`src/rtl/decoder_pkg.sv`:
```
// decoder_pkg: shared state enum, mode constants and one-hot helper for the sequenced decoder.
package decoder_pkg;
  typedef enum logic [1:0] {ST_IDLE, ST_DIRECT, ST_SCAN} state_t;
  localparam logic MODE_DIRECT = 1'b0;
  localparam logic MODE_SCAN = 1'b1;
  localparam int MAX_W = 256;
  function automatic logic [MAX_W-1:0] onehot(input logic [7:0] sel);
    return MAX_W'(1) << sel;
  endfunction
endpackage

```
`src/rtl/decoder_prescaler.sv`:
```
// decoder_prescaler: dwell counter that pulses advance once every div+1 enabled cycles.
module decoder_prescaler #(
  parameter int DIV_W = 8
) (
  input  logic             clk,
  input  logic             rst,
  input  logic             clear,
  input  logic             enable,
  input  logic [DIV_W-1:0] div,
  output logic             advance
);
  logic [DIV_W-1:0] cnt;
  // >= rather than == so a div lowered below cnt advances at once instead of overflowing
  assign advance = enable & ~clear & (cnt >= div);
  always_ff @(posedge clk) begin
    if (rst || clear) cnt <= '0;
    else if (enable) cnt <= advance ? '0 : cnt + DIV_W'(1);
  end
endmodule

```
`src/rtl/onehot_decoder_seq.sv`:
```
// onehot_decoder_seq: registered N-to-2^N one-hot decoder with DIRECT (handshaked) and SCAN (rotating) modes.
// Define DECODER_ACTIVE_LOW_EN for a 74138-style inverted output.
module onehot_decoder_seq
  import decoder_pkg::*;
#(
  parameter int SEL_W = 3,
  parameter int OUT_W = 2**SEL_W,
  parameter int DIV_W = 8
) (
  input  logic             clk,
  input  logic             rst,
  input  logic             en,
  input  logic             mode,
  input  logic [SEL_W-1:0] sel,
  input  logic             in_valid,
  output logic             in_ready,
  input  logic [DIV_W-1:0] div,
  output logic [OUT_W-1:0] out,
  output logic             out_valid,
  output logic             wrap
);
  state_t state, state_nx;
  logic [SEL_W-1:0] idx, idx_nx;
  logic [OUT_W-1:0] oh, oh_nx;
  logic valid_nx, wrap_nx, scan_run, adv, hs;
  assign in_ready = en & (mode == MODE_DIRECT) & ~rst;
  assign hs = in_valid & in_ready;
  assign scan_run = en & (mode == MODE_SCAN) & (state == ST_SCAN);
  decoder_prescaler #(.DIV_W(DIV_W)) u_presc (
    .clk(clk), .rst(rst), .clear(~scan_run), .enable(scan_run), .div(div), .advance(adv)
  );
  always_comb begin
    state_nx = !en ? ST_IDLE : (mode == MODE_SCAN ? ST_SCAN : ST_DIRECT);
    idx_nx = '0;
    oh_nx = '0;
    valid_nx = 1'b0;
    wrap_nx = 1'b0;
    if (state_nx == ST_DIRECT) begin
      oh_nx = hs ? OUT_W'(onehot(8'(sel))) : (state == ST_DIRECT ? oh : '0);
      valid_nx = hs | ((state == ST_DIRECT) & out_valid);
    end else if (state_nx == ST_SCAN) begin
      idx_nx = !scan_run ? '0 : (adv ? idx + SEL_W'(1) : idx);
      oh_nx = OUT_W'(onehot(8'(idx_nx)));
      valid_nx = 1'b1;
      wrap_nx = scan_run & adv & (idx == SEL_W'(OUT_W-1));
    end
  end
  always_ff @(posedge clk) begin
    if (rst) begin
      state <= ST_IDLE;
      idx <= '0;
      oh <= '0;
      out_valid <= 1'b0;
      wrap <= 1'b0;
    end else begin
      state <= state_nx;
      idx <= idx_nx;
      oh <= oh_nx;
      out_valid <= valid_nx;
      wrap <= wrap_nx;
    end
  end
`ifdef DECODER_ACTIVE_LOW_EN
  assign out = ~oh;
`else
  assign out = oh;
`endif
endmodule

```
`config.mk`:
```
export PLATFORM = sky130hd
export DESIGN_NAME = onehot_decoder_seq
export DESIGN_NICKNAME = d
export VERILOG_FILES = /design/src/rtl/decoder_pkg.sv /design/src/rtl/decoder_prescaler.sv /design/src/rtl/onehot_decoder_seq.sv
export SDC_FILE = /design/constraint.sdc
export NUM_CORES = 1
export LEC_CHECK = 0
export BUFFER_PORTS_ARGS = -buffer_cell sky130_fd_sc_hd__buf_4
export CAP_MARGIN = 10
export CORE_AREA = 4 4 57 79
export DETAILED_ROUTE_END_ITERATION = 6
export DIE_AREA = 0 0 61 83
export GPL_ROUTABILITY_DRIVEN = 0
export GPL_TIMING_DRIVEN = 0
export PLACE_DENSITY_LB_ADDON = 0.05
export SLEW_MARGIN = 40
export SYNTH_ARGS = -nofsm -noshare
export SYNTH_HDL_FRONTEND = slang
export SYNTH_SLANG_ARGS = --single-unit
```
`constraint.sdc`:
```
create_clock -name clk -period 2.2 [get_ports clk]
set_clock_uncertainty 0.1 [all_clocks]
set_input_delay 0.11 -clock clk [delete_from_list [all_inputs] [get_ports clk]]
set_output_delay 0.11 -clock clk [all_outputs]
set_load 0.05 [all_outputs]
```
# Yosys cells after proc, flatten, opt, wreduce, memory -nomap -nowiden
# Cells that the tools add are included.
# totals
output_inout_bits,11
in_bits,16
word_cells,44
reg_bits,23
# op_classes
n_shift,2
order_cmp,1
n_bitwise,14
reduce_logical,2
n_addsub,2
eq_ne,6
n_mux,11
# ops
operator,count
8-bit 2-to-1 mux,5
1-bit by 3-bit << shifter with 8-bit output (first input constant),2
1-bit bitwise AND,9
8-bit by 1-bit adder with 8-bit output (second input constant),1
8-bit greater-or-equal comparator,1
3-bit 2-to-1 mux,2
2-bit by 1-bit equality test with 1-bit output (second input constant),2
2-bit equality test (second input constant),2
2-bit 2-to-1 mux,2
1-bit inverter,4
3-bit by 1-bit adder with 3-bit output (second input constant),1
3-bit equality test (second input constant),1
3-bit inequality test (second input constant),1
3-bit OR reduction,1
1-bit 2-to-1 mux,2
1-bit logical OR,1
1-bit OR,1

# Logic depth before layout (Yosys ltp)
# logic_depth
word_depth,8
depth_mapped,9

# Hierarchy
# Synthesis repeated with hierarchy kept, for this count alone.
# hier_totals
cells_unflattened,167
hier_area_um2,1482.7
# modules_own_cells
mod,seq_area_each_um2,area_per_inst_um2,instances,cells_each
onehot_decoder_seq,300.3,850.8,1,95
decoder_prescaler,160.2,631.9,1,72

# Least setup slack after synthesis
# No wires, ideal clock.
# synth_timing
kind,reg2reg
start,reg u_presc.cnt[0]
end,reg oh[5] (netlist: out[5])
slack_ns,-0.114
stages_incl_launch_ff,10
n_path_buf,0
period_less_slack_ns,2.314
arrival_time_ns,2.141
setup_time_ns,0.073
path_cell_list,dfxtp_1 > inv_1 > ha_1 > nand2b_1 > a2111oi_1 > or4b_4 > nand2_4 > mux2i_4 > o311a_1 > nor3_2
# synth_via
elab_chain_cells,7
# synth_rtl
element,line,text
"start, declared",decoder_prescaler.sv:12,logic [DIV_W-1:0] cnt;
"start signal, assigned",decoder_prescaler.sv:17,else if (enable) cnt <= advance ? '0 : cnt + DIV_W'(1);
8-bit greater-or-equal comparator,decoder_prescaler.sv:14,assign advance = enable & ~clear & (cnt >= div);
1-bit bitwise AND,decoder_prescaler.sv:14,
3-bit 2-to-1 mux (2 in series),onehot_decoder_seq.sv:42,idx_nx = !scan_run ? '0 : (adv ? idx + SEL_W'(1) : idx);
1-bit by 3-bit << shifter with 8-bit output,decoder_pkg.sv:8,return MAX_W'(1) << sel;
8-bit 2-to-1 mux,onehot_decoder_seq.sv:41,end else if (state_nx == ST_SCAN) begin
8-bit 2-to-1 mux,onehot_decoder_seq.sv:38,if (state_nx == ST_DIRECT) begin
"end signal, assigned",onehot_decoder_seq.sv:58,oh <= oh_nx;
"end, declared",onehot_decoder_seq.sv:24,"logic [OUT_W-1:0] oh, oh_nx;"
# No other way between the ends.
# A chain may end at the register's enable or synchronous reset.

# Worst setup path after layout
# layout_timing
start,reg u_presc.cnt[0]
end,reg oh[1] (netlist: out[1])
# Same word-level chain as after synthesis.

==> metrics.cfg <==
[outcome]
status=finished with violations
violations=negative setup slack

[power]
swShare_pct=24.16
power_switching_w=0.0001889
p_comb_share_pct=11.8
ir_worst_vdd_mv=0.3245
p_total_w=0.0007818
pwr-share-seq_pct=54.0
p_int_w=0.0005929
p_per_area_nw_per_um2=439.4
leakagePower_nw=0.7533
clkPwrFrac_pct=34.2

[sta]
post-route-min-period_ns=2.335
fin_crit_sh_pct=106.1
hold_viol_final=0
rsz0062_at_grt=yes
setup_viol=8
setup_ws_ns=-0.1349
timing.setup.tns_ns=-0.6273
worst_pin_slew_ns=0.7158
fmax_mhz=428.3
relSlewSlack_pct=51.84
slew_viol_final=0

[detailed_routing]
final_antenna_net_count=0
num_vias=1165
wirelength_mm=3.009
drtPass1Iterations=4
drt-vias-per-instance=5.087
dr.first_iter.drc_count=9
drc_errors=0
avgRoutedWirePerCell_um=13.14

[worst_setup_path]
worst-path-stages=9
critPathRequiredTime_ns=2.23
crit_path_start=u_presc.cnt[0]
reg2reg_depth=9
endpoint_kind=flip-flop
cp-start-kind=flip-flop
path_class=flip-flop to flip-flop
r2r_start=u_presc.cnt[0]
slowest_delay_ns=0.54
critPathTopFamily=simple AND/OR/NAND/NOR gates
crit_arrival_ns=2.37
cp_num_buf_inv=1
cp_max_fo=5
critPathSlowestCell=or4b_4
path_cells=inv_2 > ha_4 > nand2b_4 > a2111oi_4 > or4b_4 > nand2_8 > mux2_2 > a32oi_1 > a211oi_1

[floorplanning]
coreArea_um2=3851
initial_core_util_pct=33.46
die_w_um=61
io_pins=27
die_area_um2=5063
die_y_um=83
num_rows=27

[placement]
dp_hpwl_mm=2.240
portBuffers=26
pre_cts_ws_ns=-0.2919

[synthesis]
synthCells=146
synth.most_common_cell=nor2_1
avgSynthCellArea_um2=8.827
synth_area_leaders=dfxtp_1 36%, ha_1 11%, nor2_1 7.0%, inv_1 3.8%, a311oi_1 3.4%
synth_edf_count=0
synth_top_area_share_pct=35.73
synth_seq_cells=23
syn_area_um2=1289
synth.distinct_cells=39
yosys.area.top_type=dfxtp_1
async_flop_share_pct=0
yosys-top-cells-count=24 x nor2_1, 23 x dfxtp_1, 13 x inv_1
synth_ff_type=dfxtp_1
ys_seq_area_share_pct=35.73
syn_nets=173
ys_warn_count=0

[min_path]
holdCritPathClass=primary input to flip-flop
hold_path.startpoint=in_valid
whs_path_depth=3

[global_routing]
grt_max_degree=13
overflow=0
grt_util_all_layers_pct=13.15
antenna_found_initial=0
grt_pass1_vias=1228
grt_pass1_wl_mm=5.237

[cells_and_area]
num_antenna_cells=0
layout.nets=214
syn_to_final_growth_pct=38.06
drive_gt1_share_pct=31.72

[clocking]
cts_tree=done
clkTransAtPathRegs_ns=0.09
cts_made_buffers=3
clk_latency_ns=0.27
cts_buffer_depth=2
cts_sinks=23
cts_root_buf=clkbuf_8
htree_levels=1

[flow_run]
drv_cap=0

==> tightest hold or removal path, delay by kind of cell <==
kind | cells | cell delay, ns
buffers and inverters | 2 | 0.13
AO/OA/AOI/OAI | 1 | 0.15
==> cell families (layout without fill, tap and decap cells) <==
| kind of cell | count (synthesis) | after routing | synth area share, % |
|---|---|---|---|
| AOI/OAI and AO/OA | 19 | 19 | 11.46 |
| muxes | 6 | 7 | 5.728 |
| xor gates and xnor gates | 7 | 7 | 4.757 |
| DFF | 23 | 23 | 35.73 |
| buffers and inverters | 17 | 55 | 4.951 |
| and+or+nand+nor | 63 | 64 | 26.70 |
| adders and majority gates | 11 | 11 | 10.68 |
==> registers in the layout, indices dropped and copies added (netlist names) <==
name,cells
idx,3
out,8
out_valid,1
state,2
u_presc.cnt,8
wrap,1
==> what timing repair did <==
action | CTS | global route
pin swaps | 6 | 2
gates resized for setup | 10 | 5
setup buffers | 7 | 0
hold buffers | 1 | 0
cloned | 2 | 0
hold endpoints to repair | 1 | 0
endpoints found under the setup margin | 8 | 11
==> placed cells by master, fill, tap and decap left out, types with 2 or more instances in the layout <==
| master | instances |
|---|---|
| buf_4 | 33 |
| nor2_1 | 24 |
| dfxtp_1 | 19 |
| inv_1 | 12 |
| ha_1 | 8 |
| nand3_1 | 7 |
| clkbuf_1 | 5 |
| nand2_1 | 5 |
| nand2b_1 | 4 |
| xnor2_1 | 4 |
| mux2i_1 | 4 |
| nand3b_1 | 4 |
| nor2b_1 | 3 |
| a311oi_1 | 3 |
| xor2_1 | 3 |
| clkbuf_8 | 3 |
| dfxtp_2 | 3 |
| o21ai_0 | 2 |
| and3_1 | 2 |
| nor3_2 | 2 |
| a311oi_2 | 2 |
| nor4_1 | 2 |
| and4_1 | 2 |
| ha_4 | 2 |
==> final timing paths <==
kind | endpoint | slack, ns
worst max-delay path | out[1] | -0.13
worst min-delay path | out_valid | 0.06
worst max register to register | out[1] | -0.13
worst min register to register | out_valid | 0.39
==> power by group through the flow <==
| stage | Clock (W) | Sequential [W] | Combinational, W |
|---|---|---|---|
| after floorplan | 0 | 0.000444 | 0.0000319 |
| after global placement | 0 | 0.000433 | 0.0000796 |
| after detailed placement | 0 | 0.000433 | 0.0000810 |
| after CTS | 0.000277 | 0.000422 | 0.0000888 |
| after global routing | 0.000292 | 0.000423 | 0.000101 |
| final | 0.000268 | 0.000422 | 0.0000921 |
==> stage by stage <==
| stage | util (%) | cells | instance area, um^2 | hold WS (ns) |
|---|---|---|---|---|
| floorplan | - | 146 | 1310 | 0.08238 |
| global placement | 40.48 | 215 | 1559 | 0.2168 |
| detailed placement | 40.48 | 215 | 1559 | 0.2173 |
| CTS | 45.32 | 229 | 1745 | 0.06350 |
| global route | 46.20 | 229 | 1779 | 0.07551 |
| finish | 46.20 | 229 | 1779 | 0.06170 |
==> final cells by class <==
type                       count  area, um^2
fill                         406        2072
multi-input combinational    108       890.9
sequential                    23       467.9
timing repair buffer          34       257.7
tap                           43       53.80
inverter                      13       48.80
clock buffer                   4       45.04
buffer                         4       15.01
==> metal layers <==
metal	GRT usage (%)	wire [um]
met4	4.142	33
met5	0	0
met1	13.93	1119
met3	2.022	160
met2	24.83	1695
Power figures use the tool's default switching activity.
